<file path="config.mk">
export PLATFORM = sky130hd
export DESIGN_NAME = cu_read_data_unpacker
export DESIGN_NICKNAME = d
export VERILOG_FILES = /design/src/rtl/cu_read_data_unpacker.sv
export SDC_FILE = /design/constraint.sdc
export NUM_CORES = 2
export LEC_CHECK = 0
export ABC_AREA = 0
export BUFFER_PORTS_ARGS = -buffer_cell sky130_fd_sc_hd__buf_2
export CORE_AREA = 3 3 438 440
export DETAILED_ROUTE_END_ITERATION = 8
export DIE_AREA = 0 0 441 443
export HOLD_SLACK_MARGIN = 0.05
export PLACE_DENSITY_LB_ADDON = 0.3
export SYNTH_ARGS = -nofsm -noshare
export SYNTH_HDL_FRONTEND = slang
export SYNTH_SLANG_ARGS = --single-unit
</file>
<file path="constraint.sdc">
create_clock -name clock -period 3.3 [get_ports clock]
set_input_delay 0.495 -clock clock [delete_from_list [all_inputs] [get_ports clock]]
set_output_delay 0.495 -clock clock [all_outputs]
set_load 0.02 [all_outputs]
</file>
<file path="src/rtl/cu_read_data_unpacker.sv">
// Receive end of the CU read path: latches one read-response line and
// streams its elements out one per cycle, byte-reversed into host order.
module cu_read_data_unpacker #(
  parameter  int LINE_BYTES = 128,
  parameter  int ELEM_BYTES = 4,
  parameter  int CU_ID_W    = 8,
  parameter  int COUNT_W    = 32,
  localparam int MAX_ELEMS  = LINE_BYTES / ELEM_BYTES,
  localparam int NUM_W      = $clog2(MAX_ELEMS) + 2
) (
  input  logic                      clock,
  input  logic                      rstn,
  input  logic                      enabled,
  input  logic                      in_valid,
  output logic                      in_ready,
  input  logic [CU_ID_W-1:0]        in_cu_id,
  input  logic [0:LINE_BYTES*8-1]   in_data,
  input  logic [NUM_W-1:0]          in_num_elems,
  output logic                      out_valid,
  input  logic                      out_ready,
  output logic [CU_ID_W-1:0]        out_cu_id,
  output logic [0:ELEM_BYTES*8-1]   out_data,
  output logic                      out_last,
  output logic [COUNT_W-1:0]        elem_count
);

  localparam int LB = LINE_BYTES * 8;
  localparam int EB = ELEM_BYTES * 8;

  typedef enum logic {
    IDLE,
    DRAIN
  } state_t;

  state_t           r_state;
  state_t           w_next;
  logic [0:LB-1]    r_line;
  logic [NUM_W-1:0] r_n;
  logic [NUM_W-1:0] r_idx;
  logic [NUM_W-1:0] w_n;
  logic             w_acc;
  logic             w_hs;

  function automatic logic [0:EB-1] f_swap(input logic [0:EB-1] e);
    logic [0:EB-1] s;
    s = '0;
    for (int j = 0; j < ELEM_BYTES; j++) begin
      s[j*8 +: 8] = e[(ELEM_BYTES-1-j)*8 +: 8];
    end
    return s;
  endfunction

  assign in_ready = rstn && enabled && (r_state == IDLE);
  assign w_acc    = in_valid && in_ready;
  assign w_hs     = out_valid && out_ready;
  assign w_n      = (in_num_elems > NUM_W'(MAX_ELEMS))
                  ? NUM_W'(MAX_ELEMS) : in_num_elems;

  always_ff @(posedge clock or negedge rstn) begin
    if (!rstn) begin
      r_state <= IDLE;
    end else begin
      r_state <= w_next;
    end
  end

  always_comb begin
    w_next = r_state;
    unique case (r_state)
      IDLE:    if (w_acc && (w_n != '0)) w_next = DRAIN;
      DRAIN:   if (w_hs && out_last)     w_next = IDLE;
      default: w_next = IDLE;
    endcase
  end

  // r_line is shifted so the next element to emit always sits at byte 0
  always_ff @(posedge clock or negedge rstn) begin
    if (!rstn) begin
      r_line     <= '0;
      r_n        <= '0;
      r_idx      <= '0;
      out_valid  <= 1'b0;
      out_last   <= 1'b0;
      out_data   <= '0;
      out_cu_id  <= '0;
      elem_count <= '0;
    end else begin
      if (w_hs) begin
        elem_count <= elem_count + COUNT_W'(1);
      end
      if (w_acc) begin
        out_cu_id <= in_cu_id;
        r_n       <= w_n;
        r_idx     <= '0;
        r_line    <= in_data << EB;
        out_data  <= f_swap(in_data[0 +: EB]);
        out_last  <= (w_n == NUM_W'(1));
        out_valid <= (w_n != '0);
      end else if (w_hs) begin
        if (out_last) begin
          out_valid <= 1'b0;
          out_last  <= 1'b0;
        end else begin
          r_idx    <= r_idx + NUM_W'(1);
          r_line   <= r_line << EB;
          out_data <= f_swap(r_line[0 +: EB]);
          out_last <= ((r_idx + NUM_W'(2)) == r_n);
        end
      end
    end
  end

endmodule

</file>
; ---- Yosys cells after proc, flatten, opt, wreduce, memory -nomap -nowiden
; Cells that the tools add are included.
[totals]
register_bits = 1113
latchBits = 0
ramBits = 0
mem_bits_ro = 0
inputBits = 1044
output_inout_bits = 75
wordCells = 47
n_memories = 0
[op_classes]
n_addsub = 3
n_mul = 0
div = 0
n_lt_le_gt_ge = 1
eq_ne = 3
n_shift = 0
n_mux = 19
n_bitwise = 1
reduce_logical = 11
[ops]
columns = operator, count
row1 = $mux 1024, 3
row2 = $mux 32, 3
row3 = $add 32x1->32 const B, 1
row4 = $mux 7, 4
row5 = $mux 1, 8
row6 = $add 7x1->7 const B, 1
row7 = $add 7x2->7 const B, 1
row8 = $eq 7x1->1 const B, 1
row9 = $eq 7x7->1, 1
row10 = $gt 7x6->1 const B, 1
row11 = $reduce_bool 7->1, 1
row12 = $logic_and 1x1->1, 6
row13 = $reduce_and 2->1, 2
row14 = $reduce_bool 2->1, 2
row15 = $ne 2x1->1 const B, 1
row16 = $pmux 1 s2, 1
row17 = $not 1->1, 1

; ---- Longest topological paths before layout
[logic_depth]
word_depth = 6
ltp_mapped = 8
mapped_depth_nobuf = 6

; ---- Worst setup path after synthesis
; OpenSTA, ideal clock, no wires.
[synth_timing]
path_kind = input to register
from = input rstn
to = register r_line[12] (netlist name)
t_arrival_ps = 1771
path_slack_ps = 1388
cell_stages = 8
n_path_buf = 3
cell_sequence = nand2_1 > nor2_1 > nand2_1 > buf_4 > buf_2 > buf_1 > nor2_1 > a31oi_1
[synth_via]
elab_chain_len = 5
[synth_rtl]
columns = element, line
row1 = "start, declared", 12  ; input logic rstn,
row2 = $logic_and 1x1->1 * (2 in a row), 53  ; assign in_ready = rstn && enabled && (r_state == IDLE);
row3 = net in_ready, 15  ; output logic in_ready,
row4 = $logic_and 1x1->1 *, 54  ; assign w_acc = in_valid && in_ready;
row5 = $ne 2x1->1 (no source line) or $reduce_bool 2->1 (tied branches), --
row6 = $reduce_and 2->1 (no source line), --
row7 = "end signal, assigned", 95  ; r_line <= in_data << EB;
row8 = "end signal, assigned", 105  ; r_line <= r_line << EB;
row9 = "end, declared", 37  ; logic [0:LB-1] r_line;
; The timed path passes the listed nets; every way through them passes the cells marked *.
; A chain may end at the register's enable or synchronous reset.

; ---- Worst setup path in the final report
[layout_timing]
from = input rstn
to = output in_ready
[layout_via]
elab_chain_len = 2
[layout_rtl]
columns = element, line
row1 = $logic_and 1x1->1 (2 in a row), 53
row2 = "end, declared", 15
; Every way passes these cells.

==> out/summary.md <==
### Placement
- 157 mm — Final HPWL DP
- 1,118 — number of port buffers
- 715 ps — worst slack after detailed placement
- 0.926 — final weighted congestion in routability-driven placement

### Worst setup path
- dlygate4sd3_1, buf_8, nand2_1, nor2_1, buf_4, buf_2 — critical path, cell by cell
- primary input to output port — worst setup path category
- r_state$_DFF_PN0_ — r2r startpoint
- rstn — Crit. Startpoint
- 7 — number of cell instances on the worst register-to-register path
- 1020 ps — flop-to-flop setup slack
- 560 ps — delay contributed by the slowest stage of the critical path
- primary input — Setup crit start kind
- output port — endpoint type of the worst setup path
- 2800 ps — CP Data Required Time
- r_line[836]$_DFFE_PN0P_ — worst flop-to-flop path endpoint
- 7 — critical path peak fanout
- in_ready — Critical path destination
- sky130_fd_sc_hd__dlygate4sd3_1 — slowest library cell on the worst path
- 1950 ps — arrival time of data at the critical path endpoint

### Routing
- 4,434 — DRC marker count from the first detailed-route iteration
- 224 mm — final WL
- 4.95 — Via density
- 0 — number of design rule violations left after detail routing
- 0 — Routed Antenna Nets
- 21.7 um — detailed-route wire length per cell
- 51,200 — via count of the routed design
- 7 — number of search-and-repair iterations in the first detailed-routing pass

### Job
- 0 — max cap viols

### GRT
- 329 mm — wire length of the first global-routing pass
- 0.222 — Tot GR Track Use
- 51,600 — number of global-route vias before repair
- 58 — number of antenna violations at the first check in global routing
- 0 — Overflow after GRT
- 161 — largest net degree at the start of global routing

### Clock network
- 0 — postcts setup bufs
- sky130_fd_sc_hd__clkbuf_16 — master cell of the clock root buffer
- 1,032 — post-cts hold buffer count
- 131 — number of buffers inserted during clock tree synthesis
- done — clock tree from TritonCTS
- 1,081 — sinks on the clock net
- 760 ps — clock insertion delay at the later pin of the skew report
- 50 ps — Clock Pin Slew Worst Setup and Hold Paths
- 0 — PostCTS Resize Cnt
- 4 — H-tree Lvls
- 3 — maximum buffer depth of the clock tree

### Pwr
- 0.0333 uW — reported leakage power
- 389 uV — VDD IR-drop max
- 775 nW/um^2 — total power density per cell area

### STA
- 32.6 ps — Fin Clk Skew
- no — unrepaired setup endpoints after global routing
- 0 — Final Max Slew Viols
- 1070 ps — transition time of the tightest slew-check pin
- 0 ps — setup tns final
- 0.742 — period utilisation layout
- 0 — Hold Fails Final Rpt
- 2450 ps — minimum clock period after layout
- 0 — setup violators final
- 408 MHz — maximum clock frequency
- 135 ps — hold slack final
- 851 ps — least setup slack across all paths after layout
- 0.290 — max_slew headroom

### Layout
- 48.3% — Area Overhead vs Synth
- 0.378 — final cell utilization of the core
- 27,100 um^2 — register area
- 0.188 — fraction of layout cells with a size suffix above 1
- 18,900 — fillcell total
- 18,900 um^2 — Multi-input gate area
- 8,757 — layout net count

### Synthesis
- sky130_fd_sc_hd__dfrtp_1 — leading area contributor after synthesis
- 2,050 x sky130_fd_sc_hd__nand2_1, 1,081 x sky130_fd_sc_hd__dfrtp_1, 1,015 x sky130_fd_sc_hd__nor2_1 — top cells by instance count after synthesis
- 38 — count of unique library cells instantiated by Yosys
- 1.00 — asr flop ratio synth
- 5,747 — number of instances in the synthesized netlist
- 47,900 um^2 — Mapped Area
- sky130_fd_sc_hd__nand2_1 — most frequently used cell type in the post-synthesis netlist
- sky130_fd_sc_hd__dfrtp_1 56%, sky130_fd_sc_hd__nand2_1 16%, sky130_fd_sc_hd__a31oi_1 13%, sky130_fd_sc_hd__nor2_1 8.0%, sky130_fd_sc_hd__clkbuf_1 2.2% — cell types occupying the most area after synthesis
- 0 — count of synthesis-stage warnings from yosys
- 0.565 — Synth top area share
- sky130_fd_sc_hd__dfrtp_1 — Post-synth top flop
- 0.565 — share of the yosys chip area belonging to registers
- 6,794 — Post-Synthesis Net Count
- 0 — number of enable flip-flop cells after synthesis
- 8.34 um^2 — per-instance average area after synthesis
- 1,081 — number of synthesized register bits

### Floorplanning
- 0.255 — Initial Utilization
- 159 — # rows
- 195,000 um^2 — Total Die Area
- 443 um — die height
- 1,119 — number of primary I/O pins
- 188,000 um^2 — Std-Cell Core Area
- 441 um — die width

### Status
- finished, final reports clean — run status

### Worst hold path
- 3 — hold path cells
- primary input to register — type of the most critical hold path

cell usage in the layout (no fill, tap or decap), types with 8 or more instances in the layout:
master / count
sky130_fd_sc_hd__dfrtp_1: 1081
sky130_fd_sc_hd__nor2_1: 1014
sky130_fd_sc_hd__clkinv_2: 9
sky130_fd_sc_hd__diode_2: 48
sky130_fd_sc_hd__buf_4: 90
sky130_fd_sc_hd__a22o_1: 32
sky130_fd_sc_hd__xor2_1: 17
sky130_fd_sc_hd__xnor2_1: 24
sky130_fd_sc_hd__nand2_1: 2049
sky130_fd_sc_hd__nand4_1: 8
sky130_fd_sc_hd__clkbuf_1: 33
sky130_fd_sc_hd__dlygate4sd3_1: 1032
sky130_fd_sc_hd__buf_12: 46
sky130_fd_sc_hd__clkbuf_16: 132
sky130_fd_sc_hd__clkbuf_8: 38
sky130_fd_sc_hd__buf_2: 1117
sky130_fd_sc_hd__a31oi_1: 994
sky130_fd_sc_hd__nand3_1: 22
worst min-delay path by stage:
stage / start / to / slack, ps
after floorplan: rstn / elem_count[0]$_DFFE_PN0P_ / 200
after global placement: out_cu_id[4]$_DFFE_PN0P_ / out_cu_id[4]$_DFFE_PN0P_ / 460
after detailed placement: out_cu_id[5]$_DFFE_PN0P_ / out_cu_id[5]$_DFFE_PN0P_ / 470
after CTS: in_data[388] / r_line[356]$_DFFE_PN0P_ / 50
after global routing: in_data[621] / r_line[589]$_DFFE_PN0P_ / 90
final: in_data[388] / r_line[356]$_DFFE_PN0P_ / 130
layout make-up:
class	count	share of cell area
antenna	48	0.00169
clock buffer	203	0.0556
clock inverter	28	0.00533
inverter	2	0.000106
multi-input combinational	4208	0.266
sequential	1081	0.381
tap	2495	0.0439
timing repair buffer	2286	0.247
power breakdown:
group	total, uW	internal, uW	switching (uW)
sequential	24000	19500	4530
clock	14700	8640	6050
combinational	16400	7000	9410
total	55100	35100	20000
registers in the layout (all words and copies together) (netlist names):
register / flops
out_last: 1
r_idx: 7
out_valid: 1
r_state: 1
out_cu_id: 8
elem_count: 32
out_data: 32
r_line: 992
r_n: 7
critical path: cells and delay by family:
kind                   cells  cell delay (ps)
buffers and inverters      4             1150
and+or+nand+nor            2              280
per-layer routing:
layer  wire, um  track usage
met2     106000        0.356
met3      14700       0.0421
met1      89200        0.276
met4      14500        0.132
met5        121            0
per-stage QoR:
stage	total power (uW)	std cells	instance area, um^2
2_1_floorplan	32700	5747	47900
3_3_place_gp	39200	9040	56300
3_5_place_dp	39400	9040	56300
4_1_cts	55400	10300	70900
5_1_grt	58600	10300	71100
6_report	55100	10400	71100
cell families after synthesis:
logic type	share of synthesized area
and+or+nand+nor	0.249
xor gates and xnor gates	0.00750
buffers and inverters	0.0411
DFF	0.565
adders and majority gates	0.000784
muxes	0.000235
AOI/OAI and AO/OA	0.137
Power figures use the tool's default switching activity.
